**config.mk**
```make
export PLATFORM = sky130hd
export DESIGN_NAME = wb_cmd_initiator
export DESIGN_NICKNAME = d
export VERILOG_FILES = /design/src/rtl/wb_pkg.sv /design/src/rtl/wb_timeout_ctr.sv /design/src/rtl/wb_cmd_initiator.sv
export SDC_FILE = /design/constraint.sdc
export NUM_CORES = 1
export LEC_CHECK = 0
export CAP_MARGIN = 5
export CORE_ASPECT_RATIO = 0.75
export CORE_UTILIZATION = 44
export DETAILED_ROUTE_END_ITERATION = 8
export GPL_TIMING_DRIVEN = 0
export PLACE_DENSITY = 0.95
export SLEW_MARGIN = 0
export SYNTH_ARGS = -nofsm -noshare
export SYNTH_HDL_FRONTEND = slang
export SYNTH_SLANG_ARGS = --single-unit
```
**constraint.sdc**
```tcl
create_clock -name wb_clk_i -period 4.4 [get_ports wb_clk_i]
set_clock_uncertainty 0.15 [all_clocks]
set_input_delay 0.88 -clock wb_clk_i [delete_from_list [all_inputs] [get_ports wb_clk_i]]
set_output_delay 0.88 -clock wb_clk_i [all_outputs]
set_load 0.02 [all_outputs]
```
**src/rtl/wb_pkg.sv**
```systemverilog
// Shared Wishbone definitions for the command initiator: bus widths, FSM
// state encoding and the registered command record.
package wb_pkg;

  localparam int unsigned WB_AW = 32;
  localparam int unsigned WB_DW = 32;
  localparam int unsigned WB_SW = 4;

  typedef enum logic [1:0] {
    IDLE = 2'd0,
    BUS  = 2'd1,
    RESP = 2'd2
  } wb_state_e;

  typedef struct packed {
    logic             we;
    logic [WB_AW-1:0] adr;
    logic [WB_DW-1:0] dat;
    logic [WB_SW-1:0] sel;
  } wb_cmd_t;

  localparam wb_cmd_t WB_CMD_RESET = '{we: 1'b0, adr: '0, dat: '0, sel: '0};

  // Read data only travels back for reads; writes report zero.
  function automatic logic [WB_DW-1:0] wb_rsp_data(input logic we,
                                                   input logic [WB_DW-1:0] bus_dat);
    return we ? '0 : bus_dat;
  endfunction

endpackage

```
**src/rtl/wb_timeout_ctr.sv**
```systemverilog
// Clear/enable cycle counter whose terminal count flags the last permitted
// cycle of a bus transfer.
module wb_timeout_ctr #(
  parameter int unsigned TIMEOUT_CYCLES = 255
) (
  input  logic clk,
  input  logic rst_n,
  input  logic clr,
  input  logic en,
  output logic tc
);

  localparam int unsigned CW = $clog2(TIMEOUT_CYCLES + 1);
  localparam logic [CW-1:0] LAST = CW'(TIMEOUT_CYCLES - 1);

  logic [CW-1:0] cnt_q;
  logic [CW-1:0] cnt_d;

  always_comb begin
    cnt_d = cnt_q;
    if (clr) begin
      cnt_d = '0;
    end else if (en && (cnt_q != LAST)) begin
      cnt_d = cnt_q + 1'b1;
    end
  end

  always_ff @(posedge clk or negedge rst_n) begin
    if (!rst_n) begin
      cnt_q <= '0;
    end else begin
      cnt_q <= cnt_d;
    end
  end

  assign tc = (cnt_q == LAST);

endmodule

```
**src/rtl/wb_cmd_initiator.sv**
```systemverilog
// Wishbone classic master: one bus cycle per accepted command, response
// carries read data or a timeout error.
module wb_cmd_initiator
  import wb_pkg::*;
#(
  parameter int unsigned TIMEOUT_CYCLES = 255
) (
  input  logic             wb_clk_i,
  input  logic             wb_rst_ni,
  input  logic             cmd_valid,
  output logic             cmd_ready,
  input  logic             cmd_we,
  input  logic [WB_AW-1:0] cmd_adr,
  input  logic [WB_DW-1:0] cmd_dat,
  input  logic [WB_SW-1:0] cmd_sel,
  output logic             rsp_valid,
  input  logic             rsp_ready,
  output logic [WB_DW-1:0] rsp_dat,
  output logic             rsp_err,
  output logic             wbm_cyc_o,
  output logic             wbm_stb_o,
  output logic             wbm_we_o,
  output logic [WB_AW-1:0] wbm_adr_o,
  output logic [WB_DW-1:0] wbm_dat_o,
  output logic [WB_SW-1:0] wbm_sel_o,
  input  logic             wbm_ack_i,
  input  logic [WB_DW-1:0] wbm_dat_i,
  output logic [1:0]       dbg_state_o
);

  // Both ports are valid/ready: a transfer happens on a rising edge where
  // valid and ready are both high; valid never depends on ready.

  wb_state_e        state_q, state_d;
  wb_cmd_t          cmd_q, cmd_d;
  logic             cyc_q, cyc_d;
  logic [WB_DW-1:0] rsp_dat_q, rsp_dat_d;
  logic             rsp_err_q, rsp_err_d;
  logic             ctr_clr;
  logic             ctr_en;
  logic             ctr_tc;

  wb_timeout_ctr #(
    .TIMEOUT_CYCLES(TIMEOUT_CYCLES)
  ) u_timeout_ctr (
    .clk  (wb_clk_i),
    .rst_n(wb_rst_ni),
    .clr  (ctr_clr),
    .en   (ctr_en),
    .tc   (ctr_tc)
  );

  always_comb begin
    state_d   = state_q;
    cmd_d     = cmd_q;
    cyc_d     = cyc_q;
    rsp_dat_d = rsp_dat_q;
    rsp_err_d = rsp_err_q;
    ctr_clr   = 1'b0;
    ctr_en    = 1'b0;
    unique case (state_q)
      IDLE: begin
        if (cmd_valid) begin
          cmd_d   = '{we: cmd_we, adr: cmd_adr, dat: cmd_dat, sel: cmd_sel};
          cyc_d   = 1'b1;
          ctr_clr = 1'b1;
          state_d = BUS;
        end
      end
      BUS: begin
        ctr_en = 1'b1;
        // Ack is checked first so a late ack on the final cycle still succeeds.
        if (wbm_ack_i) begin
          cyc_d     = 1'b0;
          rsp_dat_d = wb_rsp_data(cmd_q.we, wbm_dat_i);
          rsp_err_d = 1'b0;
          state_d   = RESP;
        end else if (ctr_tc) begin
          cyc_d     = 1'b0;
          rsp_dat_d = '0;
          rsp_err_d = 1'b1;
          state_d   = RESP;
        end
      end
      RESP: begin
        if (rsp_ready) begin
          state_d = IDLE;
        end
      end
      default: begin
        cyc_d   = 1'b0;
        state_d = IDLE;
      end
    endcase
  end

  always_ff @(posedge wb_clk_i or negedge wb_rst_ni) begin
    if (!wb_rst_ni) begin
      state_q   <= IDLE;
      cmd_q     <= WB_CMD_RESET;
      cyc_q     <= 1'b0;
      rsp_dat_q <= '0;
      rsp_err_q <= 1'b0;
    end else begin
      state_q   <= state_d;
      cmd_q     <= cmd_d;
      cyc_q     <= cyc_d;
      rsp_dat_q <= rsp_dat_d;
      rsp_err_q <= rsp_err_d;
    end
  end

  assign cmd_ready   = (state_q == IDLE);
  assign rsp_valid   = (state_q == RESP);
  assign rsp_dat     = rsp_dat_q;
  assign rsp_err     = rsp_err_q;
  assign wbm_cyc_o   = cyc_q;
  assign wbm_stb_o   = cyc_q;
  assign wbm_we_o    = cmd_q.we;
  assign wbm_adr_o   = cmd_q.adr;
  assign wbm_dat_o   = cmd_q.dat;
  assign wbm_sel_o   = cmd_q.sel;
  assign dbg_state_o = state_q;

endmodule

```
After elaboration in Yosys (flattened, before gate mapping)
Index checks and enable logic that the tools add are counted.
W data, S select, Z words.
{ "totals": {"ff_bits": 113, "out_inout_bits": 108, "word_cells": 45} }
{ "classes": {"addsub": 1, "n_eq_ne": 7, "muxes": 19, "bitwise": 1, "n_reduce_logical": 8} }
{ "op_table": {"columns": ["cell", "count"], "rows": [
  ["$mux W32", 3],
  ["$mux W8", 2],
  ["$add A8 B1 Y8 const B", 1],
  ["$eq A8 B8 Y1 const B", 1],
  ["$mux W1", 8],
  ["$mux W2", 4],
  ["$ne A8 B8 Y1 const B", 1],
  ["$pmux W2 S3", 1],
  ["$reduce_and A3 Y1", 2],
  ["$reduce_and A2 Y1", 2],
  ["$reduce_bool A2 Y1", 2],
  ["$ne A3 B3 Y1 const B", 1],
  ["$pmux W1 S3", 1],
  ["$eq A2 B1 Y1 const B", 1],
  ["$eq A2 B2 Y1 const B", 1],
  ["$logic_not A2 Y1", 1],
  ["$ne A2 B1 Y1 const B", 1],
  ["$ne A2 B2 Y1 const B", 1],
  ["$logic_and A1 B1 Y1", 1],
  ["$not A1 Y1", 1]
]} }

Longest topological paths before layout
Gate-level depths: netlist of the first run.
{ "depth": {"word_depth": 5, "ltp_mapped": 7, "depth_no_buf": 6} }

Modules after synthesis
Synthesis of the first run repeated with hierarchy kept, for this count alone.
{ "unflattened": {"cells_unflattened": 358, "hier_area_um2": 4583.1} }
{ "modules_own_cells": {"columns": ["mod", "instances", "cells_each", "area_per_inst_um2", "seq_area_each_um2"], "rows": [
  ["wb_cmd_initiator", 1, 308, 4095.2, 2627.5],
  ["wb_timeout_ctr", 1, 50, 488.0, 200.2]
]} }

Least setup slack after synthesis of the first run
OpenSTA, ideal clock, no wires.
{ "synth_timing": {"path_kind": "flip-flop to output port", "start": "register state_q[1] (netlist: dbg_state_o[1])", "end": "output port rsp_valid", "t_arrival_ps": 908, "required_time_ps": 3370, "setup_slack_ps": 2462, "stages_incl_launch_ff": 3, "path_cell_list": "dfrtp_1 -> inv_1 -> nor2_1"} }
{ "synth_between": {"elab_chain_len": 1} }
{ "synth_rtl": {"columns": ["item", "line_no", "text"], "rows": [
  ["from (decl)", "wb_cmd_initiator.sv:34", "wb_state_e state_q, state_d;"],
  ["from (signal assigned)", "wb_cmd_initiator.sv:105", "state_q <= state_d;"],
  ["$eq A2 B2 Y1", "wb_cmd_initiator.sv:114", "assign rsp_valid = (state_q == RESP);"],
  ["to (decl)", "wb_cmd_initiator.sv:16", "output logic rsp_valid,"]
]} }
Every way passes these cells.

Worst setup path after layout of the first run
Same ends and word-level chain as after synthesis.

==> results.ini, run 1 <==
[worst_setup_path]
critPathRequiredTime_ps=3370
rr_startpoint=dbg_state_o[0]
r2r_cells=5
crit_type=flop to output port
path_cells=inv_1, nor2_1, clkdlybuf4s50_1
cp.arrival_ps=1740
rrSetupSlack_ps=2260
critical_path_peak_fanout=6
startpoint=dbg_state_o[1]
cpPeakStageDelay_ps=650
cp-end-kind=output port
r2r-end=wbm_we_o
startpoint_type=flop
slowest_stage=clkdlybuf4s50_1

[power_and_ir_drop]
p_per_area_nw_per_um2=797.8
ir_drop_v=0.0004831
power.total_mw=6.049
leakage_nw=3.494

[yosys]
synth_mux_area_frac=0
yosys_most_used_dff=dfrtp_1
syn_inst=497
yosys.area_share.simple=0.2551
syn-num-nets=605
synth_edf_count=0
synthAdderAreaFrac=0.005433
yosysTopAreaCell=dfrtp_1
synth_compound_area_frac=0.06466
yosys.cell_types.count=29
syn_area_um2=4606
synth_top_family_by_area=simple AND/OR/NAND/NOR gates
async_flop_share=1.000
post-synth-top-area-fraction=0.6140
synthTopCellsByArea=dfrtp_1 61%, nand2_1 17%, nand4b_1 6.1%
ys_seq_area_frac=0.6140
synthXorXnorAreaFrac=0.001902
ys_ff_latch=113
avgSynthCellArea_um2=9.267
yosys_warnings=0

[die]
io_pins=214
initial_core_util=0.4657
die_y_um=90.61
die-area_um2=10880
die_w_um=120.1
rows=31
core_um2=9891

[clock_network]
clk_latency_ps=400
postCtsSetupRepairBufs=0
cts_tree=done
clock-root-buffer=clkbuf_16
clk_pin_slew_ps=50
cts_hold_buf=0
cts.path.max_buffers=2
clock-sinks=113
cts_buffers=17
cts_max_level=4
cts_resized=0

[sta]
rsz0062_at_grt=no
timing.hold.ws_ps=320.3
fin_crit_sh=0.6296
max_freq_mhz=361.0
fin_ws_ps=1630
setup_violations=0
slew_headroom=0.5386
min_period_ps=2770
slew_viol_final=0
hold_viol_final=0
tightest_slew_ps=692.1

[final_layout]
antennaDiodeCount=0
areaGrowthSynthToFinish_pct=64.63
fin_area_um2=7582
layout_common_cells=211 x clkdlybuf4s50_1, 208 x nand2_1, 113 x dfrtp_1
num-nets-final=837
final_layout_size_suffix_gt1_frac=0.04852
layout_commonest_cell=clkdlybuf4s50_1

[placed_design]
place_area_um2=6918
place.gp.congestion=0.8458
hpwl_um=10150
io_buffer_count=212
dp_slack_ps=1377

[route]
viasPerCell=5.021
drtIter0Drc=209
post_drt_wl_per_cell_um=16.21
drc=0
firstDrtPassIters=4
vias=4388
final_antenna_net_count=0
routed_wl_um=14170

[global_route]
grt_antenna_before_repair=0
grt_pass1_wl_um=22450
gr-total-overflow=0
grt_pass1_vias=4544
grt_usage=0.2691
grt_max_degree=63

[min_path]
min-delay-path-class=flop to flop
hold_start=wbm_dat_o[0]
hold_path_depth=2
holdPathEnd=wbm_dat_o[0]

[run]
cap_violations=0

[run_status]
run_status=finished, final reports clean

-- where the power goes --
group          total (mW)  internal (mW)  switching (mW)
clock network        1.52           1.06           0.456
registers            1.82           1.52           0.301
logic                2.71           1.21            1.50
-- worst max-delay path, delay by kind of cell (launching register included) --
kind	cells	cell delay (ps)
buf+inv	2	750
flops	1	440
simple gates	1	150
-- synthesized netlist by cell type (2+ instances only) --
master	instances
inv_1	37
a21oi_1	5
o31ai_1	3
nand2_1	208
nor2_1	4
clkbuf_1	27
nand3b_1	2
o21ai_0	36
ha_1	2
dfrtp_1	113
o211ai_1	2
nand3_1	6
nand4b_1	32
nor3b_1	2
buf_1	2
o21a_1	3
-- metal layers --
layer,wire (um),vias to the layer above,part of all wire,GRT usage
li1,-,2048,-,-
met1,5654,2112,0.40,0.3185
met2,7049,213,0.50,0.4555
met3,1312,15,0.093,0.1004
met4,153,0,0.011,0.07813
met5,0,-,0,0
-- worst max path at each step --
| stage | end | slack (ps) |
|---|---|---|
| final | rsp_valid | 1630 |
| after global routing | rsp_valid | 1580 |
| after CTS | rsp_valid | 1640 |
| after detailed placement | wbm_adr_o[9] | 1380 |
| after global placement | wbm_adr_o[19] | -1790 |
| after floorplan | rsp_valid | 2460 |
-- through the flow --
step,utilization,setup TNS (ps),instances
2_1_floorplan,-,0,497
3_3_place_gp,0.6969,-201450,841
3_5_place_dp,0.6994,0,842
4_1_cts,0.7666,0,874
5_1_grt,0.7666,0,874
6_report,0.7666,0,874
-- cell type report --
| type | count | area, um^2 |
|---|---|---|
| Timing Repair Buffer | 213 | 2147 |
| Tap cell | 132 | 165.2 |
| Sequential cell | 113 | 2828 |
| Inverter | 37 | 138.9 |
| Buffer | 32 | 132.6 |
| Clock inverter | 9 | 176.4 |
| Fill cell | 627 | 2308 |
| Clock buffer | 23 | 488.0 |
| Multi-Input combinational cell | 315 | 1506 |
-- flip-flops by register name (all words and copies together) (netlist names) --
name                 count
dbg_state_o              2
rsp_dat                 32
rsp_err                  1
u_timeout_ctr.cnt_q      8
wbm_adr_o               32
wbm_cyc_o                1
wbm_dat_o               32
wbm_sel_o                4
wbm_we_o                 1
-- cell families after synthesis --
| logic type | after synthesis |
|---|---|
| simple gates | 260 |
| compound gates | 52 |
| fa+ha+maj | 2 |
| flops | 113 |
| buf+inv | 69 |
| xor+xnor | 1 |
Note: power is estimated with default switching activity, not from simulation.
==> run 2: changes to the inputs <==
--- a/config.mk
+++ b/config.mk
@@ -7,10 +7,10 @@
 export LEC_CHECK = 0
 export CAP_MARGIN = 5
 export CORE_ASPECT_RATIO = 0.75
-export CORE_UTILIZATION = 44
+export CORE_UTILIZATION = 37
 export DETAILED_ROUTE_END_ITERATION = 8
 export GPL_TIMING_DRIVEN = 0
-export PLACE_DENSITY = 0.95
+export PLACE_DENSITY = 0.88
 export SLEW_MARGIN = 0
 export SYNTH_ARGS = -nofsm -noshare
 export SYNTH_HDL_FRONTEND = slang
==> constraint.sdc (replaced) <==
create_clock -name wb_clk_i -period 2.42 [get_ports wb_clk_i]
set_clock_uncertainty 0.15 [all_clocks]
set_input_delay 0.484 -clock wb_clk_i [delete_from_list [all_inputs] [get_ports wb_clk_i]]
set_output_delay 0.484 -clock wb_clk_i [all_outputs]
set_load 0.02 [all_outputs]
==> results.ini, run 2 (same netlist as run 1, synthesis figures left out) <==
[sta]
hold_viol_final=0  ; unchanged
fin_setup_tns_ps=0  ; unchanged
max_freq_mhz=441.5
tightest_slew_ps=553.8  ; was 692.1 ps
fin_ws_ps=154.8  ; was 1630 ps
slew_viol_final=0  ; unchanged
setup_violations=0  ; unchanged
timing.hold.ws_ps=321.1  ; was 320.3 ps
fin_crit_sh=0.9360
min_period_ps=2265
rsz0062_at_grt=no  ; unchanged
slew_headroom=0.6308  ; was 0.5386

[clock_network]
clk_pin_slew_ps=60  ; was 50 ps
clk_latency_ps=400  ; about the same
cts_tree=done  ; unchanged
cts_buffers=17  ; unchanged
clock-root-buffer=clkbuf_16  ; unchanged
cts.path.max_buffers=2  ; unchanged
clock-sinks=113  ; unchanged
cts_max_level=4  ; unchanged

[power_and_ir_drop]
power.total_mw=10.75  ; was 6.049 mW
p_seq_frac=0.306  ; was 0.301
ir_drop_v=0.0007601  ; was 0.0004831 V
p_per_area_nw_per_um2=1416  ; was 797.8 nW/um^2
sw_frac_of_total=0.3792  ; was 0.3735
switchingPower_mw=4.075  ; was 2.259 mW
p_int_mw=6.673  ; was 3.790 mW
p_comb_frac=0.451  ; was 0.448
leakage_nw=3.480  ; was 3.494 nW
pwr-share-clk=0.243  ; was 0.251

[die]
core_um2=11870  ; was 9891 um^2
rows=34  ; was 31
initial_core_util=0.3880  ; was 0.4657
die_w_um=130.8  ; was 120.1 um
die-area_um2=12900  ; was 10880 um^2
io_pins=214  ; unchanged
die_y_um=98.62  ; was 90.61 um

[global_route]
grt_pass1_wl_um=21940  ; was 22450 um
gr-total-overflow=0  ; unchanged
grt_antenna_before_repair=0  ; unchanged
grt_max_degree=63  ; unchanged
grt_pass1_vias=4428  ; was 4544
grt_usage=0.2223  ; was 0.2691

[worst_setup_path]
cp-end-kind=output port  ; unchanged
cp_top_family=buffers and inverters  ; unchanged
cpPeakStageDelay_ps=610  ; was 650 ps
slowest_stage=clkdlybuf4s50_1  ; unchanged
cp_num_buf_inv=1  ; was 2
crit_type=flop to output port  ; unchanged
path_cells=nor2_1, clkdlybuf4s50_1  ; was inv_1, nor2_1, clkdlybuf4s50_1
critical_path_peak_fanout=8  ; was 6
cp.arrival_ps=1630  ; was 1740 ps
startpoint_type=flop  ; unchanged
critPathRequiredTime_ps=1790  ; was 3370 ps

[final_layout]
fin_area_um2=7591  ; was 7582 um^2
fillers=962  ; was 627
final_layout_size_suffix_gt1_frac=0.04987  ; was 0.04852
areaGrowthSynthToFinish_pct=64.82  ; was 64.63%
layout_common_cells=210 x clkdlybuf4s50_1, 208 x nand2_1, 113 x dfrtp_1  ; was 211 x clkdlybuf4s50_1, 208 x nand2_1, 113 x dfrtp_1
num-nets-final=838  ; was 837
layout_commonest_cell=clkdlybuf4s50_1  ; unchanged
antennaDiodeCount=0  ; unchanged

[route]
routed_wl_um=13510  ; was 14170 um
viasPerCell=4.737  ; was 5.021
drc=0  ; unchanged
firstDrtPassIters=4  ; unchanged
drtIter0Drc=209  ; unchanged
final_antenna_net_count=0  ; unchanged
post_drt_wl_per_cell_um=14.95  ; was 16.21 um
vias=4282  ; was 4388

[placed_design]
place.gp.congestion=0.7554  ; was 0.8458
io_buffer_count=212  ; unchanged
place_area_um2=6959  ; was 6918 um^2
hpwl_um=9682  ; was 10150 um
dp_slack_ps=-394.0  ; was 1377 ps

[run_status]
run_status=finished, final reports clean  ; unchanged

[min_path]
min-delay-path-class=flop to flop  ; unchanged

[run]
cap_violations=0  ; unchanged

run 2: changes by cell type in the layout (fill, tap and decap cells not counted), moves of 2 or more:
| cell | change |
|---|---|
| clkbuf_8 | -4 |
| clkinvlp_4 | +4 |
| clkbuf_1 | -2 |
| clkinv_4 | +2 |
run 2: worst min-delay path, cell delays in order (launching register included):
cell	delay, ps
dfrtp_1	330
nand2_1	50
nand2_1	50
run 2: worst paths after layout:
check	startpoint	to	slack [ps]	depth (start not counted)
max reg2reg	dbg_state_o[1]	dbg_state_o[0]	290	5
max	dbg_state_o[0]	cmd_ready	150	2
min	wbm_dat_o[13]	wbm_dat_o[13]	320	2
min in group asynchronous	wb_rst_ni	rsp_dat[23]	450	2
min reg2reg	wbm_dat_o[13]	wbm_dat_o[13]	320	2
max in group asynchronous	wb_rst_ni	wbm_adr_o[17]	990	3
run 2: cell type report:
| class | instances | area (um^2) | area share |
|---|---|---|---|
| plain buffers | 32 | 133.9 | 0.01764 |
| inverters | 37 | 138.9 | 0.01830 |
| clock buffers | 18 | 429.2 | 0.05654 |
| repair buffers | 214 | 2163 | 0.2850 |
| flip-flops and latches | 113 | 2828 | 0.3725 |
| well taps | 162 | 202.7 | 0.02670 |
| multi-input cells | 315 | 1506 | 0.1985 |
| clock inverters | 13 | 188.9 | 0.02489 |
run 2: timing repair:
action | CTS | global route
hold buffers | 1 | 0
endpoints found under the setup margin | 0 | 3
hold endpoints to repair | 51 | 0
resized for setup | 0 | 3
setup buffers | 0 | 0
run 2: power by group through the flow:
stage / clock, mW / sequential, mW / combinational, mW
after global placement: 0 / 3.27 / 4.76
after CTS: 2.65 / 3.30 / 4.89
after floorplan: 0 / 4.29 / 1.38
after detailed placement: 0 / 3.30 / 4.85
final: 2.61 / 3.29 / 4.85
after global routing: 2.75 / 3.41 / 5.29
run 2: stage by stage:
step,instances,utilization
after global routing,904,0.6396
final,904,0.6396
after detailed placement,872,0.5863
after CTS,904,0.6393
after floorplan,497,-
after global placement,871,0.5839
run 2: metal layers:
metal / vias up / GRT usage / wire length, um
met1: 2034 / 0.2770 / 5784
met3: 6 / 0.08903 / 1252
li1: 2060 / - / -
met2: 182 / 0.3606 / 6400
met5: - / 0 / 0
met4: 0 / 0.05217 / 72
